<file path="config.mk">
export PLATFORM = sky130hd
export DESIGN_NAME = trng_word_packer
export DESIGN_NICKNAME = d
export VERILOG_FILES = /design/src/rtl/trng_word_packer.sv
export SDC_FILE = /design/constraint.sdc
export NUM_CORES = 1
export LEC_CHECK = 0
export ABC_AREA = 1
export BUFFER_PORTS_ARGS = -buffer_cell sky130_fd_sc_hd__buf_2
export CAP_MARGIN = 10
export CORE_ASPECT_RATIO = 0.7
export CORE_MARGIN = 2
export CORE_UTILIZATION = 51
export CTS_BUF_LIST = sky130_fd_sc_hd__clkbuf_8
export CTS_CLUSTER_SIZE = 16
export DETAILED_ROUTE_END_ITERATION = 7
export GPL_TIMING_DRIVEN = 0
export MAX_ROUTING_LAYER = met4
export PLACE_DENSITY = 0.75
export SLEW_MARGIN = 20
export SYNTH_ARGS = -nofsm -noshare
export SYNTH_HDL_FRONTEND = slang
export SYNTH_SLANG_ARGS = --single-unit
</file>
<file path="constraint.sdc">
create_clock -name clk -period 8.6 [get_ports clk]
set_clock_uncertainty 0.15 [all_clocks]
set_input_delay 1.72 -clock clk [delete_from_list [all_inputs] [get_ports clk]]
set_output_delay 1.72 -clock clk [all_outputs]
set_load 0.005 [all_outputs]
</file>
<file path="src/rtl/trng_word_packer.sv">
// rtl/trng_word_packer.sv - packs the TRNG bit stream into words behind a small valid/ready FIFO; optional repetition-count health test under TRNG_REPCNT_EN
module trng_word_packer #(
    parameter int WORD_W     = 32,
    parameter int FIFO_DEPTH = 4,
    parameter int DISCARD    = 64,
    parameter int REP_LIMIT  = 16
) (
    input  logic                            clk,
    input  logic                            rst,
    input  logic                            output_en,
    input  logic                            bit_in,
    input  logic                            bit_sample,
    output logic [WORD_W-1:0]               m_data,
    output logic                            m_valid,
    input  logic                            m_ready,
    output logic                            overflow,
    input  logic                            clear_ovf,
    output logic [$clog2(FIFO_DEPTH+1)-1:0] fifo_level,
    output logic                            health_fail
);
    localparam int PW = $clog2(FIFO_DEPTH);
    localparam int LW = $clog2(FIFO_DEPTH + 1);
    localparam int BW = $clog2(WORD_W);
    localparam int DW = (DISCARD > 1) ? $clog2(DISCARD) : 1;
    localparam logic [BW-1:0] BCNT_LAST  = BW'(WORD_W - 1);
    localparam logic [DW-1:0] DCNT_LAST  = DW'((DISCARD > 0) ? DISCARD - 1 : 0);
    localparam logic [LW-1:0] LEVEL_FULL = LW'(FIFO_DEPTH);

    typedef enum logic [1:0] {
        S_IDLE,
        S_DISCARD,
        S_COLLECT
    } state_t;

    state_t            state_q;
    logic [DW-1:0]     dcnt_q;
    logic [BW-1:0]     bcnt_q;
    logic [WORD_W-1:0] shreg_q;
    logic [WORD_W-1:0] mem_q [FIFO_DEPTH];
    logic [PW-1:0]     wr_q;
    logic [PW-1:0]     rd_q;
    logic [LW-1:0]     level_q;
    logic [LW-1:0]     level_d;
    logic              valid_q;
    logic              ovf_q;

    logic              sample;
    logic              pop;
    logic              full;
    logic              word_done;
    logic              push;
    logic              drop;
    logic              health_block;
    logic [WORD_W-1:0] new_word;

    assign sample = output_en & bit_sample;

`ifdef TRNG_REPCNT_EN
    localparam int RW = $clog2(REP_LIMIT + 1);

    logic [RW-1:0] run_q;
    logic [RW-1:0] run_d;
    logic          last_q;
    logic          health_q;
    logic          health_d;

    // Length of the current run of identical sampled bits; reaching REP_LIMIT latches the failure
    always_comb begin
        run_d    = run_q;
        health_d = health_q;
        if (state_q != S_IDLE && sample) begin
            if (run_q == '0 || bit_in != last_q) begin
                run_d = RW'(1);
            end else if (run_q != RW'(REP_LIMIT)) begin
                run_d = run_q + RW'(1);
            end
            if (run_d == RW'(REP_LIMIT)) begin
                health_d = 1'b1;
            end
        end
    end

    // Run counter restarts whenever output_en drops (FSM heads to IDLE); failure flag only clears on rst
    always_ff @(posedge clk or posedge rst) begin
        if (rst) begin
            run_q    <= '0;
            last_q   <= 1'b0;
            health_q <= 1'b0;
        end else begin
            health_q <= health_d;
            if (!output_en) begin
                run_q <= '0;
            end else begin
                run_q <= run_d;
                if (sample) begin
                    last_q <= bit_in;
                end
            end
        end
    end

    // The failing sample itself already suppresses any word it would complete
    assign health_block = health_d;
    assign health_fail  = health_q;
`else
    assign health_block = 1'b0;
    // Constant 0 for any legal REP_LIMIT
    assign health_fail  = (REP_LIMIT < 0);
`endif

    // Word completion and FIFO push/pop decisions for this edge
    always_comb begin
        new_word  = {shreg_q[WORD_W-2:0], bit_in};
        full      = (level_q == LEVEL_FULL);
        pop       = valid_q & m_ready;
        word_done = (state_q == S_COLLECT) && sample && (bcnt_q == BCNT_LAST) && !health_block;
        push      = word_done && (!full || pop);
        drop      = word_done && full && !pop;
        level_d   = level_q;
        if (push && !pop) begin
            level_d = level_q + LW'(1);
        end else if (pop && !push) begin
            level_d = level_q - LW'(1);
        end
    end

    // Sequencing FSM, bit packing, and FIFO storage/pointers/status registers
    always_ff @(posedge clk or posedge rst) begin
        if (rst) begin
            state_q <= S_IDLE;
            dcnt_q  <= '0;
            bcnt_q  <= '0;
            shreg_q <= '0;
            wr_q    <= '0;
            rd_q    <= '0;
            level_q <= '0;
            valid_q <= 1'b0;
            ovf_q   <= 1'b0;
            for (int i = 0; i < FIFO_DEPTH; i++) begin
                mem_q[i] <= '0;
            end
        end else begin
            case (state_q)
                S_IDLE: begin
                    if (output_en) begin
                        state_q <= (DISCARD == 0) ? S_COLLECT : S_DISCARD;
                    end
                end
                S_DISCARD: begin
                    if (!output_en) begin
                        state_q <= S_IDLE;
                        dcnt_q  <= '0;
                    end else if (sample) begin
                        if (dcnt_q == DCNT_LAST) begin
                            state_q <= S_COLLECT;
                            dcnt_q  <= '0;
                        end else begin
                            dcnt_q <= dcnt_q + DW'(1);
                        end
                    end
                end
                S_COLLECT: begin
                    if (!output_en) begin
                        state_q <= S_IDLE;
                        bcnt_q  <= '0;
                    end else if (sample) begin
                        shreg_q <= new_word;
                        bcnt_q  <= (bcnt_q == BCNT_LAST) ? '0 : bcnt_q + BW'(1);
                    end
                end
                default: state_q <= S_IDLE;
            endcase

            if (push) begin
                mem_q[wr_q] <= new_word;
                wr_q        <= wr_q + PW'(1);
            end
            if (pop) begin
                rd_q <= rd_q + PW'(1);
            end
            level_q <= level_d;
            valid_q <= (level_d != '0);

            if (drop) begin
                ovf_q <= 1'b1;
            end else if (clear_ovf) begin
                ovf_q <= 1'b0;
            end
        end
    end

    assign m_data     = mem_q[rd_q];
    assign m_valid    = valid_q;
    assign overflow   = ovf_q;
    assign fifo_level = level_q;

endmodule

</file>
# After elaboration in Yosys (flattened, before gate mapping)
# Index checks and enable logic that the tools add are counted.
# op_classes
muxes	22
n_eq_ne	10
bitwise_logic	4
reduce_logical	19
n_lt_le_gt_ge	3
n_addsub	6
# ops
cell	n
$bwmux W128	1
$mux W32	3
$bmux W32 S2	1
$demux W32 S2	1
$mux W6	3
$mux W5	3
$mux W2	5
$logic_and A1 B1 Y1	8
$add A6 B1 Y6 const B	1
$eq A6 B6 Y1 const B	1
$ge A3 B3 Y1 const B	2
$mux W3	2
$ne A3 B3 Y1 const B	2
$not A2 Y3	2
$pmux W2 S3	1
$add A5 B1 Y5 const B	1
$eq A5 B5 Y1 const B	1
$add A2 B1 Y2 const B	2
$ne A2 B2 Y1 const B	2
$reduce_and A2 Y1	2
$reduce_and A4 Y1	1
$add A3 B1 Y3 const B	1
$eq A3 B3 Y1 const B	1
$logic_not A1 Y1	3
12 further kinds	14
# word_totals
register_bits	181
elab_cells	77
inputBits	7
output_inout_bits	38

# Depth between registers and ports, before layout
# Gate-level depths: netlist (run 1).
# depth
depth_word	9
mapped_depth	12
depth_no_buf	12

# Worst setup path before layout (run 1)
# No wires, ideal clock.
# synth_path
path_kind	register to output
from	reg rd_q[0]
to	out m_data[0]
path_buffers	3
required_ns	6.730
path_stages_with_launch	7
path_slack_ns	5.349
t_arrival_ns	1.381
cell_sequence	dfrtp_1 clkbuf_1 inv_1 clkbuf_1 clkbuf_1 nor2_1 o22ai_1
# synth_between
elab_chain_cells	4
# synth_lines
element	line_no	source
start, declared	41	logic [PW-1:0] rd_q;
start signal, assigned	179	rd_q <= rd_q + PW'(1);
$not A2 Y3 (implied by the code)	192	assign m_data = mem_q[rd_q];
$bmux W32 S2	192	
$mux W32 (implied by the code) (2 in a row)	192	
end, declared	13	output logic [WORD_W-1:0] m_data,
# No other way between the ends. The select of a mux whose other input is x is not followed.

# Worst setup path in the final report (run 1)
# layout_path
from	reg rd_q[0]
to	out m_data[16]
# The elaborated chain is that of the path after synthesis.

==> metrics.txt, run 1 <==
Post-Layout Inst Area just over 9000 sq um; switching share of power 31.7%; Iteration-0 DRC Markers between 500 and 600; mapped cell area approximately 8000 sq um; Rel. slew slack between 50% and 60%; IO Pins between 40 and 50; CTS sink cnt 181; Die Span Y 110 um; antenna-violating nets left 0; Slew Viols, Final 0; Site Rows 38; ranking of synthesized cells by area dfrtp_1 (55%), nor2_1 (9.4%), a21oi_2 (9.0%); Syn. warnings 0; CP Class reg2out; worst-margin pin slew between 0.6 and 0.7 ns; Max Cap Viol 0; Final setup viols 0; fin nets about 950; vias in the first global route a little under 6000; WL final a little under 20000 um; sequential power share around 55%; Peak VDD IR roughly 0.12 mV; Synth top area share a little under three fifths; drt via density 5.39; commonest non-fill, non-tap cell in the layout nor2_1; largest net degree at the start of global routing about 100; Core ar. ~16000 sq um; share of cells above drive strength 1 about 21%; status complete, no violations; Num CTS Buffers 17; Post-DP HPWL ~12000 um; total track usage 25.3%; Fmax between 200 and 250 MHz; final hold violations 0; Area Overhead vs Synth 10.9%; total grt overflow 0; clock slew seen by the registers of the worst setup and hold paths ~0.10 ns; Longest Clk Path Bufs 2; startpoint of the worst-slack reg-to-reg timing path bcnt_q[0]; DRC viols 0; postcts setup bufs 0; Mapped Cells 872; Crit. End Element primary output; Leak 4.47 nW; P_sw 0.565 mW; Pre-antenna DRT Iters 5; post-cts sizing count 0; Initial Util a little over half; DIE AREA 17100 sq um; Clk Latency, worst-skew pair 0.48 ns; net count after synthesis between 800 and 900; Worst Hold Class reg2reg; gpl congestion between 0.8 and 0.9; Design Power 1.78 mW; crit path DAT between 2 and 3 ns; commonest non-fill, non-tap cells in the layout nor2_1 (205), dfrtp_1 (181), o21ai_0 (105); #FFs+latches synth roughly 180; CP Max Fanout 10; count of hold buffers inserted by post-cts repair 0; via count 6193; pwr dens 196 nW/um^2; die width 156 um; WHS roughly 0.33 ns; worst hold start shreg_q[6]; Port Buffers 43; # H-tree levels 4; CP Launch Point rd_q[0]; Seq/Total Area, Yosys between 50% and 60%; required time worst endpoint ~6.7 ns; Root Buffer clkbuf_8; CTS tree built; Synth cell types 31; largest area contributor in the netlist dfrtp_1; Final min period between 4 and 5 ns; fin crit share between 50% and 60%; n_diodes 0; average size of a mapped cell 9.41 sq um; combinational share of power approximately 12%; antenna violations before repair 0; startpoint types register; first-pass GRT wire length 31900 um; Clock Power Share about a third; WL/cell 17.0 um; Fillers roughly 1400; RSZ-0062 raised after global routing false; Int Pwr 1.22 mW; Post-DP Area slightly below 9000 sq um
[worst paths after layout]
check	slack, ns	to	depth (start not counted)
min in group asynchronous	1.14	mem_q[111]	2
max	4.07	m_data[16]	7
max in group asynchronous	6.28	mem_q[88]	3
min reg2reg	0.33	shreg_q[7]	2
min	0.33	shreg_q[7]	2
max reg2reg	6.28	mem_q[106]	11
[area by class of cell]
cell class	count	area, sq um	share of cell area (%)
tap	200	250	2.75
buffer	53	354	3.89
timing repair buffer	44	243	2.67
clock inverter	15	156	1.72
sequential	181	4530	49.8
multi-input combinational	579	3100	34.1
inverter	59	229	2.52
clock buffer	17	234	2.57
[per-layer routing]
layer  wire [um]  vias up  part of all wire [%]  GRT usage (%)
met3        1200       22                   6.1           4.77
met5           0        -                     0              -
met2        8260      187                    42           35.2
met1        9800     2983                    50           37.7
li1            -     3001                     -              -
met4         299        0                   1.5           7.47
[sequential cells by signal, indices dropped and copies added, names as in the netlist]
signal and count:
rd_q 2, mem_q 128, wr_q 2, m_valid 1, shreg_q 31, overflow 1
bcnt_q 5, dcnt_q 6, fifo_level 3, state_q 2
[power groups by stage]
stage	logic, mW	registers [mW]	clock network (mW)
final	0.221	0.970	0.588
after detailed placement	0.220	0.984	0
after floorplan	0.167	0.974	0
after CTS	0.222	0.969	0.596
after global placement	0.213	0.982	0
after global routing	0.248	0.979	0.635
[synth_stat cells]
master and n:
nand2_2 1, xor2_1 3, nor2_4 1, nand2_1 65, ha_1 10, o22ai_1 34
o211ai_1 1, clkbuf_1 23, nor2_1 205, buf_2 7, xnor2_1 4, inv_2 2
a21oi_1 43, dfrtp_1 181, nand3_4 1, nor2_8 3, a22o_1 2, buf_6 19
o21ai_0 105, buf_4 1, buf_1 3, o21a_1 1, and3_1 1, nand3_1 9
a21oi_2 84, nand4_1 2, a22oi_1 1, conb_1 1, inv_1 57, nor3_1 1
nor3b_1 1
[cells by family after synthesis]
kind of cell	count (synthesis)	synth area share [%]
DFF	181	55.2
xor gates and xnor gates	7	0.747
other	1	0.0457
and+or+nand+nor	290	14.4
buffers and inverters	112	7.01
adders and majority gates	10	1.52
AOI/OAI and AO/OA	271	21.1
[stage by stage]
stage | instances | worst slack, ns | setup TNS (ns) | util, %
finish | 1148 | 4.07 | 0 | 58.2
global route | 1148 | 3.92 | 0 | 58.2
CTS | 1148 | 4.09 | 0 | 58.2
detailed placement | 1116 | 4.62 | 0 | 55.7
global placement | 1115 | -0.217 | -36.64 | 55.5
floorplan | 872 | 1.81 | 0 | -
[critical path, cell delays in order, from the launching register on]
cell and delay, ns:
dfrtp_1 0.41, clkbuf_1 0.23, inv_1 0.12, clkbuf_1 0.38
clkbuf_1 0.51, nor2_1 0.10, o22ai_1 0.28, buf_2 0.17
(Power assumes the default switching activity.)
==> inputs of run 2 (changes only) <==
ABC_AREA = 0   (was 1)
clock period = 4.2 ns   (was 8.6 ns; I/O delays follow)
==> run 2 against run 1 <==
Net effect:
- cell count shrank 24%
- critical path depth shrank 3
- setup slack lost 3.5 ns
- final area grew 2.8%
- flip-flop and latch count is the same
- critical path type unchanged
- critical endpoint unchanged
- sequential share of layout area shrank 1.4 points
==> metrics.txt, run 2 <==
die width around 160 um; CP Max Fanout 10; CP Class reg2out; antenna violations before repair 0; Initial Util about 52%; fin nets approximately 650; vias in the first global route 5120; count of hold buffers inserted by post-cts repair 0; Worst Hold Class in2async; gpl congestion just over 0.8; commonest non-fill, non-tap cells in the layout dfrtp_1 (181), mux2_4 (120), nand2_1 (109); startpoint of the worst-slack reg-to-reg timing path bcnt_q[0]; ys flop type dfrtp_1; Post-synth EDFFs 0; final hold violations 0; net count after synthesis roughly 580; Seq/Total Area, Yosys 53.9%; WL/cell 18.4 um; Mapped Cells about 570; Peak VDD IR ~0.2 mV; most numerous cell in the Yosys netlist dfrtp_1; antenna-violating nets left 0; Iteration-0 DRC Markers between 200 and 300; clock slew seen by the registers of the worst setup and hold paths approximately 0.10 ns; #FFs+latches synth roughly 180; share of cells above drive strength 1 ~40%; required time worst endpoint roughly 3.2 ns; Slew Viols, Final 0; first-pass GRT wire length between 20000 and 30000 um; total track usage 20.8%; fin crit share a little under 90%; max FFs per register roughly 130; ranking of synthesized cells by area dfrtp_1 (54%), mux2_4 (21%), mux4_2 (8.6%); status complete, no violations; Async S/R FF share, synth between 90% and 100%; Max Cap Viol 0; n_diodes 0; IO Pins 45; average size of a mapped cell 14.8 sq um; Post-synth top cells dfrtp_1 (181), mux2_4 (120), nand2_1 (109); DP Worst Slack approximately 0.90 ns; postcts setup bufs 0; Reg2Reg Depth 9; Pre-antenna DRT Iters 5; # H-tree levels 4; Longest Clk Path Bufs 2; Leak ~5.0 nW; largest area contributor in the netlist dfrtp_1; pwr dens 317 nW/um^2; CTS sink cnt between 150 and 200; CTS tree built; Synth cell types 43; startpoint types register; Clk Latency, worst-skew pair around 0.47 ns; final worst setup slack between 0.5 and 0.6 ns; Area Overhead vs Synth 11.3%; drt via density approximately 5.4; Util after Layout just under 60%; Site Rows 39; Rel. slew slack 43.6%; commonest non-fill, non-tap cell in the layout dfrtp_1; multi-input logic area ~3600 sq um; DIE AREA between 15000 and 20000 sq um; register area between 4000 and 5000 sq um; crit path DAT between 2 and 3 ns; via count ~4700; Syn. warnings 0; total grt overflow 0; Core ar. 16200 sq um; mapped cell area 8400 sq um; Post-DP Area roughly 9000 sq um; Post-DP HPWL about 11000 um; WL final 16000 um; Final setup viols 0; Fmax around 270 MHz; Root Buffer clkbuf_8; CP Launch Point rd_q[0]; Top reg by flops mem_q; post-cts sizing count 0; Port Buffers between 40 and 50; Synth top area share between 50% and 60%; Largest regs mem_q: 128 flops, shreg_q: 31 flops, dcnt_q: 6 flops; WHS 0.297 ns; worst-margin pin slew about 0.85 ns; largest net degree at the start of global routing 37; Final min period approximately 3.6 ns; DRC viols 0; Num CTS Buffers 17; Post-Layout Inst Area slightly above 9000 sq um; Crit. End Element primary output; RSZ-0062 raised after global routing false; Die Span Y approximately 110 um; Fillers approximately 1300
## run 2: changes by cell type after synthesis, moves of 39 or more
cell / previous run / this run
a21oi_1: 43 / 4
a21oi_2: 84 / 0
inv_1: 57 / 8
mux2_4: 0 / 120
nand2_1: 65 / 109
nor2_1: 205 / 7
o21ai_0: 105 / 10
## run 2: stage by stage
stage / power, mW / cells / setup TNS, ns
6_report: 2.97 / 870 / 0
5_1_grt: 3.09 / 870 / 0
4_1_cts: 3.00 / 870 / 0
3_5_place_dp: 1.90 / 838 / 0
3_3_place_gp: 1.88 / 833 / -1.87
2_1_floorplan: 1.86 / 566 / 0
## run 2: per-layer routing
metal | share of wire, % | wire, um | GRT usage [%] | vias to the layer above
li1 | - | - | - | 2120
met1 | 49 | 7810 | 30.0 | 2462
met2 | 46 | 7410 | 30.1 | 92
met3 | 4.0 | 635 | 4.24 | 16
met4 | 1.0 | 167 | 6.42 | 0
met5 | 0 | 0 | - | -
## run 2: layout make-up
class | count | area share [%]
inverters | 8 | 0.361
clock buffers | 17 | 2.50
clock inverters | 15 | 1.32
well taps | 225 | 3.01
repair buffers | 47 | 3.32
plain buffers | 31 | 2.34
flip-flops and latches | 181 | 48.4
multi-input cells | 346 | 38.7
## run 2: power by group
part / switching, mW / total [mW] / internal, mW / leakage [nW]
clock network: 0.682 / 1.11 / 0.428 / 0.185
registers: 0.0180 / 1.77 / 1.76 / 2.51
logic: 0.0561 / 0.0848 / 0.0287 / 2.32
## run 2: cell families after synthesis
| family | after synthesis | synth area share [%] |
|---|---|---|
| flops | 181 | 53.9 |
| mux | 162 | 31.3 |
| simple gates | 141 | 7.46 |
| buf+inv | 39 | 2.96 |
| compound gates | 28 | 2.38 |
| fa+ha+maj | 10 | 1.49 |
| xor+xnor | 4 | 0.417 |
| other cells | 1 | 0.0446 |
## run 2: path summary, 6_finish.rpt
kind	to	slack [ns]
min in group clk	mem_q[9]	0.36
min reg2reg	mem_q[9]	0.36
max in group asynchronous	mem_q[111]	2.57
min	dcnt_q[1]	0.30
max reg2reg	m_valid	1.29
max	m_data[16]	0.55
## run 2: worst max-delay path, stage by stage (launching register included)
cell	delay [ns]
dfrtp_1	0.33
clkbuf_1	0.42
buf_1	0.70
mux4_2	0.61
buf_2	0.15
==> inputs of run 3 (changes only) <==
CORE_UTILIZATION = 40   (was 51)
PLACE_DENSITY = 0.63   (was 0.75)
==> run 3 against run 2 <==
Net effect:
- largest cell class unchanged
- cell count rose by 6.0%
- critical endpoint unchanged
- core utilization fell by 11 points
- clock-buffer cell count rose by 3
- combinational power rose by 6.6%
- critical path type unchanged
- clock power rose by 37%
- worst hold slack got worse by 0.042 ns
- first-iteration DRC count rose by 27%
- flip-flop and latch count did not move
==> metrics.txt, run 3 (same netlist as run 2, synthesis figures left out) <==
status complete, no violations; fin nets 650; CP Class reg2out; Rel. slew slack a little over two fifths; Post-DP HPWL roughly 11000 um; CTS tree built; postcts setup bufs 0; clock slew seen by the registers of the worst setup and hold paths approximately 0.10 ns; Die Span Y about 130 um; Largest regs mem_q: 128 flops, shreg_q: 31 flops, dcnt_q: 6 flops; crit path DAT 2.67 ns; die width 177 um; required time worst endpoint between 3 and 4 ns; share of cells above drive strength 1 41.3%; antenna-violating nets left 0; vias in the first global route 5037; Clk Latency, worst-skew pair roughly 0.48 ns; Reg2Reg Depth 9; count of hold buffers inserted by post-cts repair 0; Worst Hold Class in2async; worst-margin pin slew between 0.8 and 0.9 ns; total grt overflow 0; Fmax about 270 MHz; antenna violations before repair 0; commonest non-fill, non-tap cells in the layout dfrtp_1 (181), mux2_4 (120), nand2_1 (109); CP Max Fanout 10; largest net degree at the start of global routing 37; TNS Setup 0 ns; gpl congestion around 0.76; r2r endpoint m_valid; DRC viols 0; Area Overhead vs Synth 14.5%; via count roughly 4700; Placed Cells incl. Taps 890; Initial Util roughly 41%; Final setup viols 0; pwr dens 352 nW/um^2; Site Rows 44; Max Cap Viol 0; Non-Filler Instances about 920; WL final 16600 um; Peak VDD IR just under 0.2 mV; startpoint of the worst-slack reg-to-reg timing path bcnt_q[1]; Top reg by flops mem_q; commonest non-fill, non-tap cell in the layout dfrtp_1; # H-tree levels 4; Slew Viols, Final 0; WL/cell around 18 um; DIE AREA 22200 sq um; fin crit share between 80% and 90%; IO Pins 45; Port Buffers 42; post-cts sizing count 0; register area roughly 4500 sq um; Pre-antenna DRT Iters 4; RSZ-0062 raised after global routing false; WHS roughly 0.26 ns; n_diodes 0; Crit. End Element primary output; total track usage 16.7%; drt via density a little over 5; Final min period 3.66 ns; Core ar. roughly 21000 sq um; multi-input logic area 3620 sq um; reg-to-reg setup timing slack 1.27 ns; first-pass GRT wire length ~28000 um; Leak about 5.1 nW; Iteration-0 DRC Markers between 300 and 400; Longest Clk Path Bufs 2; final hold violations 0; Root Buffer clkbuf_8; Num CTS Buffers 17; startpoint types register; max FFs per register around 130; Fillers 1818; CTS sink cnt roughly 180
[run 3: changes by cell type in the layout (fill, tap and decap cells not counted), moves of 2 or more]
cell,before,now
bufinv_16,0,7
clkbuf_8,17,20
inv_8,3,0
inv_6,5,0
buf_16,0,2
[run 3: through the flow]
stage	instance area, sq um	utilization [%]	total power [mW]	worst slack [ns]
after floorplan	8410	-	1.86	0.887
after global placement	8960	43.4	1.88	-0.0850
after detailed placement	9100	44.1	1.90	0.905
after CTS	9620	46.6	3.42	0.365
after global routing	9620	46.6	3.51	0.182
final	9620	46.6	3.38	0.544
[run 3: how the worst max path moves through the flow]
stage	from	end	slack [ns]	cells past startpoint
after floorplan	rst	bcnt_q[0]	0.89	1
after global placement	rst	mem_q[3]	-0.08	2
after detailed placement	rd_q[0]	m_data[17]	0.91	4
after CTS	rd_q[0]	m_data[17]	0.36	4
after global routing	rd_q[0]	m_data[17]	0.18	4
final	rd_q[0]	m_data[16]	0.54	4
[run 3: where the power goes]
group	switching [mW]	internal, mW	leakage (nW)
sequential	0.0181	1.76	2.51
combinational	0.0581	0.0323	2.34
clock	0.642	0.877	0.255
[run 3: per-layer routing]
layer | track usage [%] | share of wire [%]
met3 | 4.14 | 4.6
met2 | 23.4 | 45
met5 | - | 0
met4 | 4.13 | 0.55
met1 | 24.3 | 50
[run 3: cell type report]
type                       count  share of cell area [%]
sequential                   181                    47.1
multi-input combinational    346                    37.7
timing repair buffer          48                    3.59
tap                          276                    3.59
clock buffer                  20                    2.86
clock inverter                12                    2.58
buffer                        31                    2.28
inverter                       8                   0.351
[run 3: critical path, stage by stage (launching register included)]
cell	delay (ns)
dfrtp_1	0.33
clkbuf_1	0.38
buf_1	0.70
mux4_2	0.62
buf_2	0.15
